==> src/rtl/bythoven_pkg.sv <==
// Shared opcodes, instruction field positions, FSM states and the note length helper
// for the note scheduler and its beat divider.
package bythoven_pkg;

   typedef enum logic [2:0] {
      ST_IDLE   = 3'd0,
      ST_FETCH  = 3'd1,
      ST_DECODE = 3'd2,
      ST_DIV    = 3'd3,
      ST_ISSUE  = 3'd4,
      ST_PLAY   = 3'd5
   } state_t;

   localparam logic       OP_NOTE  = 1'b1;
   localparam logic [3:0] OP_END   = 4'h0;
   localparam logic [3:0] OP_BPM   = 4'h1;

   localparam int NOTE_BIT = 15;
   localparam int OP_MSB   = 15;
   localparam int OP_LSB   = 12;
   localparam int LEN_MSB  = 11;
   localparam int LEN_LSB  = 8;
   localparam int BPM_MSB  = 11;
   localparam int BPM_LSB  = 0;

   // A quarter beat times (length code + 1); 30 x 5 bits cannot overflow 36 bits.
   function automatic logic [35:0] note_length(input logic [31:0] beat, input logic [3:0] len);
      logic [35:0] w_quarter;
      logic [35:0] w_mult;
      w_quarter = {6'd0, beat[31:2]};
      w_mult    = {31'd0, ({1'b0, len} + 5'd1)};
      return w_quarter * w_mult;
   endfunction

endpackage

==> src/rtl/note_scheduler_beat_divider.sv <==
// Restoring 32-by-12-bit unsigned divider: one quotient bit per cycle, 32 cycles,
// then a one-cycle o_done pulse with the quotient held on o_quotient.
module beat_divider
   import bythoven_pkg::*;
(
   input  logic        i_clk,
   input  logic        i_rst,
   input  logic        i_start,
   input  logic [31:0] i_dividend,
   input  logic [11:0] i_divisor,
   output logic [31:0] o_quotient,
   output logic        o_done
);

   logic [31:0] r_quo;
   logic [11:0] r_rem;
   logic [11:0] r_div;
   logic [5:0]  r_cnt;
   logic        r_busy;
   logic        r_done;
   logic [11:0] w_low;
   logic        w_fits;

   // A set remainder MSB means the shifted value exceeds any 12-bit divisor; the
   // 12-bit wrap of w_low - r_div still yields the true remainder in that case.
   assign w_low  = {r_rem[10:0], r_quo[31]};
   assign w_fits = r_rem[11] | (w_low >= r_div);

   // Shift/subtract iteration and completion pulse.
   always_ff @(posedge i_clk or posedge i_rst) begin
      if (i_rst) begin
         r_quo  <= 32'd0;
         r_rem  <= 12'd0;
         r_div  <= 12'd0;
         r_cnt  <= 6'd0;
         r_busy <= 1'b0;
         r_done <= 1'b0;
      end else begin
         r_done <= 1'b0;
         if (i_start && !r_busy) begin
            r_quo  <= i_dividend;
            r_rem  <= 12'd0;
            r_div  <= i_divisor;
            r_cnt  <= 6'd32;
            r_busy <= 1'b1;
         end else if (r_busy) begin
            r_quo <= {r_quo[30:0], w_fits};
            r_rem <= w_fits ? (w_low - r_div) : w_low;
            r_cnt <= r_cnt - 6'd1;
            if (r_cnt == 6'd1) begin
               r_busy <= 1'b0;
               r_done <= 1'b1;
            end else begin
               r_busy <= 1'b1;
            end
         end else begin
            r_busy <= 1'b0;
         end
      end
   end

   assign o_quotient = r_quo;
   assign o_done     = r_done;

endmodule

==> src/rtl/note_scheduler.sv <==
// Instruction-driven note sequencer: fetches 16-bit words from SRAM, handles tempo
// and end instructions, and hands notes to a tone generator with a timed gate.
module note_scheduler
   import bythoven_pkg::*;
#(
   parameter int CLK_HZ      = 50000000,
   parameter int DEFAULT_BPM = 96,
   parameter int SRAM_WAIT   = 3,
   parameter int GAP_CYCLES  = 500000
) (
   input  logic        CLK,
   input  logic        RST,
   input  logic        start,
   output logic [17:0] SRAM_A,
   input  logic [15:0] SRAM_D,
   output logic        note_valid,
   input  logic        note_ready,
   output logic [15:0] note_ins,
   output logic        note_gate,
   output logic        busy,
   output logic        done
);

   localparam logic [63:0] DIVIDEND_W   = 64'(CLK_HZ) * 64'd60;
   localparam logic [31:0] DIVIDEND     = DIVIDEND_W[31:0];
   localparam logic [31:0] BEAT_DEFAULT = 32'(DIVIDEND_W / 64'(DEFAULT_BPM));
   localparam logic [7:0]  WAIT_LAST    = 8'((SRAM_WAIT < 1) ? 0 : SRAM_WAIT - 1);
   localparam logic [35:0] GAP36        = 36'(GAP_CYCLES);

   state_t      r_state;
   logic [17:0] r_pc;
   logic [17:0] r_sram_a;
   logic [7:0]  r_wait;
   logic [15:0] r_ins;
   logic [15:0] r_note_ins;
   logic [11:0] r_bpm;
   logic [31:0] r_beat;
   logic [35:0] r_note_cycles;
   logic [35:0] r_remaining;
   logic        r_note_valid;
   logic        r_note_gate;
   logic        r_busy;
   logic        r_done;
   logic        r_div_start;
   logic [17:0] w_pc_next;
   logic [31:0] w_quotient;
   logic        w_div_done;

   assign w_pc_next = r_pc + 18'd1;

   beat_divider u_div (
      .i_clk      (CLK),
      .i_rst      (RST),
      .i_start    (r_div_start),
      .i_dividend (DIVIDEND),
      .i_divisor  (r_bpm),
      .o_quotient (w_quotient),
      .o_done     (w_div_done)
   );

   // Sequencer FSM; SRAM_A always tracks the pc it is loaded with on entry to FETCH.
   always_ff @(posedge CLK or posedge RST) begin
      if (RST) begin
         r_state       <= ST_IDLE;
         r_pc          <= 18'd0;
         r_sram_a      <= 18'd0;
         r_wait        <= 8'd0;
         r_ins         <= 16'd0;
         r_note_ins    <= 16'd0;
         r_bpm         <= 12'(DEFAULT_BPM);
         r_beat        <= BEAT_DEFAULT;
         r_note_cycles <= 36'd0;
         r_remaining   <= 36'd0;
         r_note_valid  <= 1'b0;
         r_note_gate   <= 1'b0;
         r_busy        <= 1'b0;
         r_done        <= 1'b0;
         r_div_start   <= 1'b0;
      end else begin
         r_done      <= 1'b0;
         r_div_start <= 1'b0;
         case (r_state)
            ST_IDLE: begin
               if (start) begin
                  r_pc     <= 18'd0;
                  r_sram_a <= 18'd0;
                  r_wait   <= 8'd0;
                  r_busy   <= 1'b1;
                  r_state  <= ST_FETCH;
               end else begin
                  r_busy <= 1'b0;
               end
            end
            ST_FETCH: begin
               if (r_wait == WAIT_LAST) begin
                  r_ins   <= SRAM_D;
                  r_wait  <= 8'd0;
                  r_state <= ST_DECODE;
               end else begin
                  r_wait <= r_wait + 8'd1;
               end
            end
            ST_DECODE: begin
               if (r_ins[NOTE_BIT] == OP_NOTE) begin
                  r_note_ins    <= r_ins;
                  r_note_cycles <= note_length(r_beat, r_ins[LEN_MSB:LEN_LSB]);
                  r_note_valid  <= 1'b1;
                  r_state       <= ST_ISSUE;
               end else if (r_ins[OP_MSB:OP_LSB] == OP_END) begin
                  r_done  <= 1'b1;
                  r_busy  <= 1'b0;
                  r_state <= ST_IDLE;
               end else if ((r_ins[OP_MSB:OP_LSB] == OP_BPM) && (r_ins[BPM_MSB:BPM_LSB] != 12'd0)) begin
                  r_bpm       <= r_ins[BPM_MSB:BPM_LSB];
                  r_div_start <= 1'b1;
                  r_state     <= ST_DIV;
               end else begin
                  r_pc     <= w_pc_next;
                  r_sram_a <= w_pc_next;
                  r_state  <= ST_FETCH;
               end
            end
            ST_DIV: begin
               if (w_div_done) begin
                  r_beat   <= w_quotient;
                  r_pc     <= w_pc_next;
                  r_sram_a <= w_pc_next;
                  r_state  <= ST_FETCH;
               end else begin
                  r_state <= ST_DIV;
               end
            end
            ST_ISSUE: begin
               if (note_ready) begin
                  r_note_valid <= 1'b0;
                  r_remaining  <= r_note_cycles;
                  r_note_gate  <= (r_note_cycles > GAP36);
                  r_state      <= ST_PLAY;
               end else begin
                  r_note_valid <= 1'b1;
               end
            end
            ST_PLAY: begin
               // remaining counts N..1, so the gate is high for exactly N - GAP cycles
               if (r_remaining <= 36'd1) begin
                  r_note_gate <= 1'b0;
                  r_pc        <= w_pc_next;
                  r_sram_a    <= w_pc_next;
                  r_state     <= ST_FETCH;
               end else begin
                  r_remaining <= r_remaining - 36'd1;
                  r_note_gate <= ((r_remaining - 36'd1) > GAP36);
               end
            end
            default: begin
               r_note_valid <= 1'b0;
               r_note_gate  <= 1'b0;
               r_busy       <= 1'b0;
               r_state      <= ST_IDLE;
            end
         endcase
      end
   end

   assign SRAM_A     = r_sram_a;
   assign note_valid = r_note_valid;
   assign note_ins   = r_note_ins;
   assign note_gate  = r_note_gate;
   assign busy       = r_busy;
   assign done       = r_done;

endmodule

==> config.mk <==
export PLATFORM = sky130hd
export DESIGN_NAME = note_scheduler
export DESIGN_NICKNAME = d
export VERILOG_FILES = /design/src/rtl/bythoven_pkg.sv /design/src/rtl/note_scheduler_beat_divider.sv /design/src/rtl/note_scheduler.sv
export SDC_FILE = /design/constraint.sdc
export NUM_CORES = 1
export LEC_CHECK = 0
export BUFFER_PORTS_ARGS = -buffer_cell sky130_fd_sc_hd__buf_2
export CORE_MARGIN = 2
export CORE_UTILIZATION = 35
export CTS_CLUSTER_DIAMETER = 200
export DETAILED_ROUTE_END_ITERATION = 7
export HOLD_SLACK_MARGIN = 0.08
export SYNTH_ARGS = -nofsm -noshare
export SYNTH_HDL_FRONTEND = slang
export SYNTH_SLANG_ARGS = --single-unit
==> constraint.sdc <==
create_clock -name CLK -period 8.2 [get_ports CLK]
set_clock_uncertainty 0.05 [all_clocks]
set_input_delay 0 -clock CLK [delete_from_list [all_inputs] [get_ports CLK]]
set_output_delay 0 -clock CLK [all_outputs]
set_load 0.01 [all_outputs]
# Yosys cells after proc, flatten, opt, wreduce, memory -nomap -nowiden
# Index checks and enable logic that the tools add are counted.
# Widths: inputs -> output; s select.
totals:
  word_cells: 132
  inputBits: 20
  output_inout_bits: 38
  regBits: 245
op_classes:
  magnitude_cmp: 4
  eq_ne: 19
  multipliers: 1
  bitwise: 6
  addsub: 6
  mux: 52
  reduce_logical: 24
ops:
  columns: ["operator", "count"]
  rows:
  - ["$mux 18", 6]
  - ["$mux 36", 2]
  - ["$pmux 18 s4", 1]
  - ["$pmux 36 s2", 1]
  - ["$mux 32", 2]
  - ["$gt 36x19->1 const B", 1]
  - ["$le 36x1->1 const B", 1]
  - ["$mux 12", 3]
  - ["$sub 36x1->36 const B", 1]
  - ["$gt 35x19->1 const B", 1]
  - ["$mul 30x5->35", 1]
  - ["$mux 1", 20]
  - ["$ne 2x2->1 const B", 10]
  - ["$add 18x1->18 const B", 1]
  - ["$pmux 3 s6", 1]
  - ["$mux 8", 2]
  - ["$pmux 8 s2", 1]
  - ["$mux 3", 5]
  - ["$ge 12x12->1", 1]
  - ["$mux 6", 2]
  - ["$reduce_and 2->1", 6]
  - ["$reduce_bool 12->1", 1]
  - ["$reduce_or 4->1", 3]
  - ["$sub 12x12->12", 1]
  - ["23 further kinds", 38]

# Longest topological paths before layout
# Gate-level depths: netlist of run 1.
logic_depth:
  ltp_word: 6
  mapped_depth: 19
  ltp_nobuf: 18

# Cells and area by module
# Synthesis of run 1 repeated with hierarchy kept, for this count alone.
hier_totals:
  cells_unflattened: 1872
  area_unflattened_um2: 16895.0
by_module_without_submodules:
  columns: ["mod", "n_inst", "area_each_um2", "seq_area_each_um2", "cells_per_inst"]
  rows:
  - ["note_scheduler", 1, 13412.9, 4498.1, 1505]
  - ["beat_divider", 1, 3482.1, 1601.5, 367]

# Worst setup path before layout of run 1
# OpenSTA, ideal clock, no wires.
synth_path:
  kind: "flip-flop to flip-flop"
  startpoint: "register r_ins[8]"
  endpoint: "register r_note_cycles[27]"
  n_path_buf: 1
  stages_incl_launch_ff: 19
  synth_period_minus_slack_ps: 5193
  t_arrival_ps: 5023
  setup_ps: 120
  slack_ps: 3007
  t_required_ps: 8030
  path_cell_list: "dfrtp_1 ha_1 xor2_1 clkbuf_1 and2_1 fa_1 fa_1 inv_1 fa_1 inv_1 ha_1 a21o_1 a31o_2 a221oi_1 nor2b_1 o31ai_1 a2111oi_0 or3_1 a31o_2"
synth_via:
  elab_chain_cells: 2
synth_lines:
  columns: ["item", "line", "rtl"]
  rows:
  - ["start: declaration", "note_scheduler.sv:34", "logic [15:0] r_ins;"]
  - ["start signal: assignment", "note_scheduler.sv:68", "r_ins <= 16'd0;"]
  - ["start signal: assignment", "note_scheduler.sv:96", "r_ins <= SRAM_D;"]
  - ["$add 4x1->5", "bythoven_pkg.sv:31", "w_mult = {31'd0, ({1'b0, len} + 5'd1)};"]
  - ["$mul 30x5->35", "bythoven_pkg.sv:32", "return w_quarter * w_mult;"]
  - ["end signal: assignment", "note_scheduler.sv:106", "r_note_cycles <= note_length(r_beat, r_ins[LEN_MSB:LEN_LSB]);"]
  - ["end: declaration", "note_scheduler.sv:38", "logic [35:0] r_note_cycles;"]
# No other way between the ends.
# A chain may end at the register's enable or synchronous reset.

# Worst setup path in the final report of run 1
# Ends and elaborated chain as after synthesis.

==> results.sh, run 1 <==
export IMPL_status="finished, final reports clean"
export IMPL_wl_um=37000
export IMPL_drc=0
export IMPL_path_max_fanout=30
export IMPL_grt_max_degree=125
export IMPL_clock_sinks=243
export IMPL_dpl_cell_area_um2=17300
export IMPL_hp_class="primary input to asynchronous set/reset pin"
export IMPL_stdcell_area_um2=18400
export IMPL_dr_pass1_iters=5
export IMPL_cpMostUsedCell="fa_1"
export IMPL_synth_area_leader_cell="dfrtp_1"
export IMPL_avgSynthCellArea_um2=8.91
export IMPL_yosysSeqAreaShare=0.370
export IMPL_die_area_um2=48900
export IMPL_maxCapViolations=0
export IMPL_numCtsBuffers=28
export IMPL_diodes=0
export IMPL_via_per_inst=5.10
export IMPL_synth_cell_types=69
export IMPL_ys_ff_latch=243
export IMPL_final_layout_size_suffix_gt1_frac=0.115
export IMPL_num_vias=12800
export IMPL_fillCellCount=4602
export IMPL_fin_nets=2043
export IMPL_p_per_area_nw_per_um2=284
export IMPL_worstSetupEndpointType="flop"
export IMPL_grt_usage=0.152
export IMPL_synth_flop_cell="dfrtp_1"
export IMPL_antenna_left=0
export IMPL_synth_area_leaders="dfrtp_1, fa_1, nand2_1"
export IMPL_final_cells=2502
export IMPL_cp_cell_sequence="ha_1, and3_1, and2_1, fa_1, fa_1, inv_1, fa_1, inv_1, ha_1, o211ai_1, o21ai_0, o2111ai_1, a211oi_1, o31ai_1, a2111oi_0, o21ai_0, a31o_2"
export IMPL_fp_row_count=79
export IMPL_ys_warn_count=0
export IMPL_gp_routability_congestion=0.812
export IMPL_crit_type="flop to flop"
export IMPL_setup_viol=0
export IMPL_die_h_um=221
export IMPL_rsz0062_at_grt="false"
export IMPL_grt_overflow_total=0
export IMPL_synth_edf_count=0
export IMPL_post_route_period_util=0.766
export IMPL_tightest_slew_ns=1.13
export IMPL_core_area_um2=46600
export IMPL_path_clk_slew_ns=0.06
export IMPL_finalHoldViolCount=0
export IMPL_antenna_found_initial=0
export IMPL_worst_ep_required_time_ns=8.60
export IMPL_r2r_setup_slack_ns=1.92
export IMPL_cts_max_level=1
export IMPL_drtIter0Drc=854
export IMPL_io_pins=58
export IMPL_area_growth_pct=11.7
export IMPL_ys_top_cells_by_count="nand2_1, dfrtp_1, o21ai_0"
export IMPL_cp_start_kind="flop"
export IMPL_die_width_um=221
export IMPL_drv_slew=0
export IMPL_synth_top_area_share=0.346
export IMPL_grt_pass1_wl_um=63500
export IMPL_critPathArrivalTime_ns=6.67
export IMPL_synth_nets=2020
export IMPL_synth_most_common_cell="nand2_1"
export IMPL_initial_core_util=0.354
export IMPL_dpl_cell_count=2432
export IMPL_finalWorstPathRequiredPeriod_ns=6.28
export IMPL_relSlewSlack=0.247
export IMPL_async_reset_ff_frac=1.00
export IMPL_cts_root_buf="clkbuf_16"
export IMPL_hpwl_um=26300
export IMPL_setup_tns_ns=0
export IMPL_fmax_mhz=159
export IMPL_post_drt_wl_per_cell_um=14.8
export IMPL_syn_inst=1851
export IMPL_grt_pass1_vias=12600
export IMPL_cellLeakagePower_nw=8.46
export IMPL_critical_path_max_stage_delay_ns=0.80
export IMPL_syn_cell_area_um2=16500
export IMPL_cts_buffer_depth=3
export IMPL_cts_tree="built"
export IMPL_clk_latency_ns=0.55
export IMPL_crit_slowest_cell="and3_1"
export IMPL_vdd_ir_drop_max_mv=0.171
export IMPL_numPortBuffers=57
==> critical path: cells and delay by family (launching register included) <==
kind	cells	cell delay, ns
AO/OA/AOI/OAI	8	2.25
adder cells (fa/ha/maj)	5	2.10
buffers and inverters	2	0.10
flip-flops	1	0.59
AND/OR/NAND/NOR	2	1.07
==> sequential cells by signal, indices dropped and copies added, names as in the netlist <==
| signal | count |
|---|---|
| r_remaining | 36 |
| note_ins | 16 |
| r_beat | 30 |
| u_div.r_cnt | 6 |
| r_ins | 16 |
| r_wait | 8 |
| r_note_cycles | 35 |
| note_valid | 1 |
| u_div.o_done | 1 |
| u_div.o_quotient | 32 |
| r_state | 3 |
| u_div.r_div | 12 |
| busy | 1 |
| u_div.r_busy | 1 |
| done | 1 |
| u_div.r_rem | 12 |
| r_bpm | 12 |
| r_div_start | 1 |
| SRAM_A | 18 |
| note_gate | 1 |
==> path summary, 6_finish.rpt <==
kind	from	to	cells past startpoint
worst max-delay path	r_ins[8]	r_note_cycles[27]	17
worst min-delay path	RST	note_ins[15]	3
worst max register to register	r_ins[8]	r_note_cycles[27]	17
worst min register to register	note_ins[15]	note_ins[15]	1
max in group asynchronous	RST	r_beat[11]	5
min in group CLK	SRAM_D[14]	r_ins[14]	3
==> per-stage QoR <==
step	util	total power, mW	hold WS, ns	setup slack [ns]
2_1_floorplan	-	3.44	0.101	1.50
3_3_place_gp	0.372	3.96	0.186	2.12
3_5_place_dp	0.372	4.01	0.187	1.90
4_1_cts	0.396	5.28	0.136	1.89
5_1_grt	0.396	5.67	0.167	1.42
6_report	0.396	5.24	0.118	1.92
==> per-layer routing <==
metal / vias up / wire, um / track usage
met5: - / 0 / 0
met4: 0 / 740 / 0.0331
met3: 51 / 1270 / 0.0190
met2: 196 / 16800 / 0.240
met1: 6174 / 18200 / 0.222
li1: 6342 / - / -
==> power breakdown <==
group	switching, mW	internal (mW)	leakage (nW)
registers	0.396	1.57	3.16
clock network	0.509	0.722	0.450
logic	1.24	0.799	4.85
==> final cells by class <==
cell class              instances  area, um2  share of cell area
multi-input cells            1371       9550               0.518
clock inverters                11       90.1             0.00489
well taps                     607        759              0.0412
repair buffers                 91        588              0.0319
inverters                     139        529              0.0287
flip-flops and latches        243       6100               0.331
clock buffers                  40        817              0.0443
==> cells in the final DEF, fill, tap and decap left out, types with 7 or more instances in the layout <==
cell,count
nand2_1,255
dfrtp_1,227
o21ai_0,166
inv_1,137
a21oi_1,108
nor2_1,100
and2_1,88
fa_1,85
ha_1,64
mux2_2,58
buf_2,57
nor3_1,49
nor2b_1,45
xnor2_1,33
nand3_1,29
clkbuf_16,29
nand4_1,27
or3_1,26
nand2b_1,20
xor2_1,20
dlygate4sd3_1,19
a21o_1,17
nor4_1,17
buf_4,15
dfstp_2,15
a31oi_1,12
o22ai_1,12
or4_1,11
or2_2,10
o21a_1,10
and3_1,10
a211oi_1,8
o31ai_1,8
o211ai_1,7
clkinv_2,7
==> what timing repair did <==
item / CTS / global route
resized for setup: 0 / 0
setup buffers: 0 / 0
hold buffers: 19 / 0
endpoints found under the hold margin: 142 / 0
==> kinds of logic after synthesis <==
logic type	Yosys count	synth area share
AO/OA/AOI/OAI	391	0.138
flip-flops	243	0.370
AND/OR/NAND/NOR	716	0.216
adder cells (fa/ha/maj)	149	0.152
XOR/XNOR	54	0.0287
buffers and inverters	237	0.0545
multiplexers	61	0.0414
Power figures use the tool's default switching activity.
==> run 2, diff against run 1 <==
--- a/config.mk
+++ b/config.mk
@@ -5,6 +5,7 @@
 export SDC_FILE = /design/constraint.sdc
 export NUM_CORES = 1
 export LEC_CHECK = 0
+export ABC_AREA = 1
 export BUFFER_PORTS_ARGS = -buffer_cell sky130_fd_sc_hd__buf_2
 export CORE_MARGIN = 2
 export CORE_UTILIZATION = 35
==> constraint.sdc (replaced) <==
create_clock -name CLK -period 6.46 [get_ports CLK]
set_clock_uncertainty 0.05 [all_clocks]
set_input_delay 0 -clock CLK [delete_from_list [all_inputs] [get_ports CLK]]
set_output_delay 0 -clock CLK [all_outputs]
set_load 0.01 [all_outputs]
==> run 2 against run 1 <==
  * Critical path depth did not move
  * Via count rose by 8.8%
  * Clock power rose by 28%
  * Global-route usage rose by 1.4 points
  * Utilization fell by 0.17 points
  * First-iteration DRC count rose by 5.9%
  * Clock-buffer cell count did not move
  * Fmax rose by 19%
  * Die area rose by 2.0%
  * Non-clock buffer count fell by 8
  * Register-to-register slack got worse by 0.72 ns
  * Largest cell class unchanged
==> results.sh, run 2 <==
export IMPL_synth_top_area_share=0.339
export IMPL_die_area_um2=49900
export IMPL_ys_top_cells_by_count="nand2_1, inv_1, nor2_1"
export IMPL_initial_core_util=0.353
export IMPL_critPathArrivalTime_ns=5.64
export IMPL_hold_slack_ns=0.184
export IMPL_finalHoldViolCount=0
export IMPL_clock_sinks=243
export IMPL_reg2reg_from="r_ins[8]"
export IMPL_muxShareOfSynthArea=0.0107
export IMPL_avgSynthCellArea_um2=7.76
export IMPL_synth_nets=2338
export IMPL_synth_fa_ha_area_frac=0.149
export IMPL_antenna_found_initial=0
export IMPL_clk_latency_ns=0.55
export IMPL_synth_compound_area_frac=0.124
export IMPL_via_per_inst=4.86
export IMPL_cp_start_kind="flop"
export IMPL_synth_most_common_cell="nand2_1"
export IMPL_finalWorstPathRequiredPeriod_ns=5.26
export IMPL_numCtsBuffers=27
export IMPL_relSlewSlack=0.293
export IMPL_fmax_mhz=190
export IMPL_ys_ff_latch=243
export IMPL_antenna_left=0
export IMPL_setup_tns_ns=0
export IMPL_tightest_slew_ns=1.06
export IMPL_synth_simple_area_share=0.229
export IMPL_drtIter0Drc=904
export IMPL_yosysSeqAreaShare=0.362
export IMPL_post_drt_wl_per_cell_um=14.4
export IMPL_cts_tree="built"
export IMPL_cts_max_level=1
export IMPL_synth_cell_types=50
export IMPL_cpMostUsedCell="inv_1"
export IMPL_ctsHoldBuffers=20
export IMPL_synth_edf_count=0
export IMPL_postCtsSetupBuffers=0
export IMPL_cts_root_buf="clkbuf_16"
export IMPL_mostFrequentLayoutCells="nand2_1, inv_1, nor2_1, dfrtp_1, o21ai_0"
export IMPL_drc=0
export IMPL_syn_cell_area_um2=16800
export IMPL_post_route_period_util=0.814
export IMPL_vdd_ir_drop_max_mv=0.205
export IMPL_synth_top_family_by_area="simple AND/OR/NAND/NOR gates"
export IMPL_synth_xor_area_frac=0.0254
export IMPL_crit_path_end="r_note_cycles[29]"
export IMPL_hpwl_um=30900
export IMPL_r2r_end="r_note_cycles[29]"
export IMPL_rsz0062_at_grt="false"
export IMPL_worst_ep_required_time_ns=6.84
export IMPL_final_core_util=0.394
export IMPL_cp_cell_sequence="inv_1, ha_1, nand2_1, fa_1, fa_1, inv_1, ha_1, o21ai_1, inv_1, a21oi_1, inv_1, nand3_1, nand3_1, a21o_1, or2_0, nand3_1, nand2_1"
export IMPL_maxCapViolations=0
export IMPL_gp_routability_congestion=0.876
export IMPL_fin_nets=2389
export IMPL_io_pins=58
export IMPL_p_per_area_nw_per_um2=380
export IMPL_ys_warn_count=0
export IMPL_path_max_fanout=30
export IMPL_status="finished, final reports clean"
export IMPL_synth_area_leaders="dfrtp_1, nand2_1, fa_1"
export IMPL_largest_register_ffs=36
export IMPL_worstSetupStartpoint="r_ins[8]"
export IMPL_syn_inst=2169
export IMPL_crit_type="flop to flop"
export IMPL_cellLeakagePower_nw=9.20
export IMPL_dpl_cell_area_um2=17700
export IMPL_final_layout_size_suffix_gt1_frac=0.0893
export IMPL_reg2reg_depth=17
export IMPL_path_clk_slew_ns=0.06
export IMPL_r2r_setup_slack_ns=1.20
export IMPL_wl_um=41000
export IMPL_area_growth_pct=11.6
export IMPL_synth_area_leader_cell="dfrtp_1"
export IMPL_setup_viol=0
export IMPL_grt_pass1_wl_um=69400
export IMPL_crit_slowest_cell="ha_1"
export IMPL_async_reset_ff_frac=1.00
export IMPL_drv_slew=0
export IMPL_grt_max_degree=159
export IMPL_die_width_um=223
export IMPL_die_h_um=223
export IMPL_post_cts_resized=0
export IMPL_num_vias=13900
export IMPL_core_area_um2=47600
export IMPL_cts_buffer_depth=3
export IMPL_worstSetupEndpointType="flop"
export IMPL_grt_pass1_vias=13800
export IMPL_numPortBuffers=57
export IMPL_critical_path_max_stage_delay_ns=1.08
export IMPL_stdcell_area_um2=18800
export IMPL_grt_overflow_total=0
export IMPL_diodes=0
export IMPL_final_common_cell="nand2_1"
export IMPL_synth_flop_cell="dfrtp_1"
export IMPL_top_register="r_remaining"
export IMPL_dr_pass1_iters=5
export IMPL_grt_usage=0.166
export IMPL_fp_row_count=80
export IMPL_hp_class="primary input to flop"
-- run 2: changes by cell type in the layout (fill, tap and decap cells not counted), moves of 20 or more --
cell | previous run | this run
mux2_2 | 58 | 16
a21oi_1 | 108 | 56
inv_1 | 137 | 363
o22ai_1 | 12 | 35
nor2b_1 | 45 | 0
nand2b_1 | 20 | 0
nor2_1 | 100 | 268
and2_1 | 88 | 2
o21ai_1 | 0 | 27
nand3_1 | 29 | 64
nand2_1 | 255 | 457
xnor2_1 | 33 | 8
nor3_1 | 49 | 19
or3_1 | 26 | 0
-- run 2: kinds of logic (layout without fill, tap and decap cells) --
group | count (synthesis) | after routing
AO/OA/AOI/OAI | 370 | 370
buffers and inverters | 436 | 507
XOR/XNOR | 48 | 48
adder cells (fa/ha/maj) | 149 | 149
AND/OR/NAND/NOR | 907 | 907
multiplexers | 16 | 16
flip-flops | 243 | 243
-- run 2: metal layers --
layer,global-route usage,share of wire,vias to the layer above
met5,0,0,-
met3,0.0209,0.032,55
met4,0.0333,0.019,0
met2,0.276,0.46,209
li1,-,-,6983
met1,0.234,0.49,6634
-- run 2: worst max-delay path, delay by kind of cell (launching register included) --
kind	cells	cell delay (ns)
adders and majority gates	4	2.42
and+or+nand+nor	6	0.73
AOI/OAI and AO/OA	3	0.73
buffers and inverters	4	0.67
DFF	1	0.55
-- run 2: cell type report --
| class | instances | area, um2 |
|---|---|---|
| well taps | 615 | 769 |
| repair buffers | 83 | 543 |
| fillers | 4900 | 28900 |
| flip-flops and latches | 243 | 6100 |
| inverters | 375 | 1410 |
| clock inverters | 9 | 131 |
| multi-input cells | 1490 | 9060 |
| clock buffers | 40 | 774 |
-- run 2: per-stage QoR --
step,power (mW),instances,setup WS [ns]
2_1_floorplan,4.75,2169,1.81
3_3_place_gp,5.50,2786,1.34
3_5_place_dp,5.57,2786,1.18
4_1_cts,7.20,2855,1.19
5_1_grt,7.77,2855,0.698
6_report,7.13,2855,1.20
-- run 2: worst min-delay path by stage --
stage                      to  depth (start not counted)  slack [ns]        from
3_5_place_dp   u_div.r_rem[6]                          2        0.06         RST
3_3_place_gp   u_div.r_rem[6]                          2        0.04         RST
4_1_cts             r_ins[12]                          3        0.16  SRAM_D[12]
6_report            r_ins[15]                          3        0.18  SRAM_D[15]
5_1_grt             r_ins[15]                          3        0.16  SRAM_D[15]
2_1_floorplan        r_ins[0]                          1        0.10   SRAM_D[0]
-- run 2: report_power, final --
group          total (mW)  switching (mW)  internal [mW]
clock                1.58           0.631          0.948
sequential           2.40           0.397           2.01
combinational        3.15            2.11           1.04
==> run 3, diff against run 2 <==
==> constraint.sdc (replaced) <==
create_clock -name CLK -period 5.42 [get_ports CLK]
set_clock_uncertainty 0.05 [all_clocks]
set_input_delay 0 -clock CLK [delete_from_list [all_inputs] [get_ports CLK]]
set_output_delay 0 -clock CLK [all_outputs]
set_load 0.01 [all_outputs]
==> run 3 against run 2 <==
  * Non-clock buffer count is 6 higher
  * Sequential cell count stayed put
  * Fmax is 5.7% higher
  * Via count is 0.40% higher
  * Routed wire length is 0.51% lower
  * Utilization is 0.18 points higher
  * Worst hold slack worse by 0.043 ns
  * Clock-buffer cell count stayed put
  * Design area is 0.47% higher
==> results.sh, run 3 (synthesis results as in run 2) <==
export IMPL_io_pins=58
export IMPL_hold_slack_ns=0.141
export IMPL_status="finished, final reports clean"
export IMPL_total_power_mw=8.63
export IMPL_largest_register_ffs=36
export IMPL_crit_type="flop to flop"
export IMPL_mostFrequentLayoutCells="nand2_1, inv_1, nor2_1, dfrtp_1, o21ai_0"
export IMPL_reg2reg_depth=21
export IMPL_path_clk_slew_ns=0.06
export IMPL_cts_root_buf="clkbuf_16"
export IMPL_grt_max_degree=181
export IMPL_maxCapViolations=0
export IMPL_p_per_area_nw_per_um2=457
export IMPL_grt_usage=0.163
export IMPL_critPathArrivalTime_ns=5.35
export IMPL_path_max_fanout=28
export IMPL_finalHoldViolCount=0
export IMPL_worstSetupEndpointType="flop"
export IMPL_die_area_um2=49900
export IMPL_initial_core_util=0.353
export IMPL_post_route_period_util=0.917
export IMPL_final_core_util=0.396
export IMPL_setup_tns_ns=0
export IMPL_fin_nets=2395
export IMPL_grt_pass1_wl_um=68300
export IMPL_hpwl_um=30700
export IMPL_cp_start_kind="flop"
export IMPL_cts_buffer_depth=3
export IMPL_cts_tree="built"
export IMPL_cts_max_level=1
export IMPL_die_h_um=223
export IMPL_clock_sinks=243
export IMPL_gp_routability_congestion=0.896
export IMPL_numPortBuffers=57
export IMPL_cellLeakagePower_nw=9.26
export IMPL_grt_overflow_total=0
export IMPL_finalWorstPathRequiredPeriod_ns=4.97
export IMPL_rsz0062_at_grt="false"
export IMPL_fmax_mhz=201
export IMPL_diodes=0
export IMPL_critical_path_max_stage_delay_ns=0.55
export IMPL_antenna_left=0
export IMPL_drc=0
export IMPL_top_register="r_remaining"
export IMPL_core_area_um2=47600
export IMPL_final_layout_size_suffix_gt1_frac=0.0931
export IMPL_die_width_um=223
export IMPL_worst_ep_required_time_ns=5.80
export IMPL_dr_pass1_iters=5
export IMPL_fp_row_count=80
export IMPL_numCtsBuffers=27
export IMPL_final_common_cell="nand2_1"
export IMPL_drtIter0Drc=843
export IMPL_via_per_inst=4.87
export IMPL_setup_viol=0
export IMPL_num_vias=13900
export IMPL_antenna_found_initial=0
export IMPL_wl_um=40800
export IMPL_area_growth_pct=12.1
export IMPL_cpMostUsedCell="nand3_1"
export IMPL_drv_slew=0
export IMPL_postCtsSetupBuffers=0
export IMPL_hp_class="primary input to asynchronous set/reset pin"
export IMPL_grt_pass1_vias=13700
export IMPL_vdd_ir_drop_max_mv=0.254
export IMPL_post_drt_wl_per_cell_um=14.3
export IMPL_cp_cell_sequence="buf_4, nand3_1, xor2_1, inv_4, nor2_1, fa_1, fa_1, inv_1, fa_1, inv_1, ha_1, a21oi_1, o21ai_0, a21oi_1, inv_1, nand3_1, nand3_1, a21o_1, or2_0, nand3_1, nand2_1"
export IMPL_tightest_slew_ns=1.12
export IMPL_crit_slowest_cell="fa_1"
export IMPL_clk_latency_ns=0.55
export IMPL_relSlewSlack=0.251
==> run 3: repair_timing <==
action | 4_1_cts | 5_1_grt
endpoints found under the setup margin | 0 | 2
gates resized for setup | 0 | 2
hold buffers | 19 | 0
hold endpoints to repair | 249 | 0
==> run 3: worst max-delay path, delay by kind of cell, from the launching register on <==
family | cells | cell delay [ns]
adder cells (fa/ha/maj) | 4 | 1.86
XOR/XNOR | 1 | 0.34
AND/OR/NAND/NOR | 7 | 0.83
flip-flops | 1 | 0.41
AO/OA/AOI/OAI | 4 | 0.78
buffers and inverters | 5 | 0.57
==> run 3: stage by stage <==
stage          std cells  setup slack, ns  cell area (um2)
4_1_cts             2861            0.404            18900
5_1_grt             2861           0.0128            18900
3_5_place_dp        2793            0.410            17700
6_report            2861            0.449            18900
2_1_floorplan       2169            0.772            16800
3_3_place_gp        2793            0.520            17700
==> run 3: path summary, 6_finish.rpt <==
path | startpoint | end | slack [ns]
hold reg to reg | note_ins[15] | note_ins[15] | 0.41
setup reg to reg | r_ins[8] | r_note_cycles[29] | 0.45
min in group CLK | SRAM_D[13] | r_ins[13] | 0.17
max in group asynchronous | RST | r_remaining[25] | 4.25
setup / recovery | r_ins[8] | r_note_cycles[29] | 0.45
hold / removal | RST | u_div.r_rem[7] | 0.14
==> run 3: power breakdown <==
group	internal (mW)	switching, mW	leakage (nW)	total (mW)
Clock	1.20	0.776	0.459	1.98
Combinational	1.27	2.56	5.67	3.84
Sequential	2.39	0.428	3.12	2.82
Total	4.86	3.77	9.26	8.63
==> run 3: metal layers <==
layer / routed length, um / up-vias / GRT usage
li1: - / 7019 / -
met5: 0 / - / 0
met1: 19500 / 6632 / 0.225
met2: 18900 / 218 / 0.271
met3: 1270 / 67 / 0.0205
met4: 1130 / 0 / 0.0424
==> run 3: layout make-up <==
type                       instances  area, um2
multi-input combinational       1490       9060
clock buffer                      40        795
timing repair buffer              89        586
fill                            4822      28800
sequential                       243       6100
tap                              615        769
clock inverter                     9        154
inverter                         375       1410
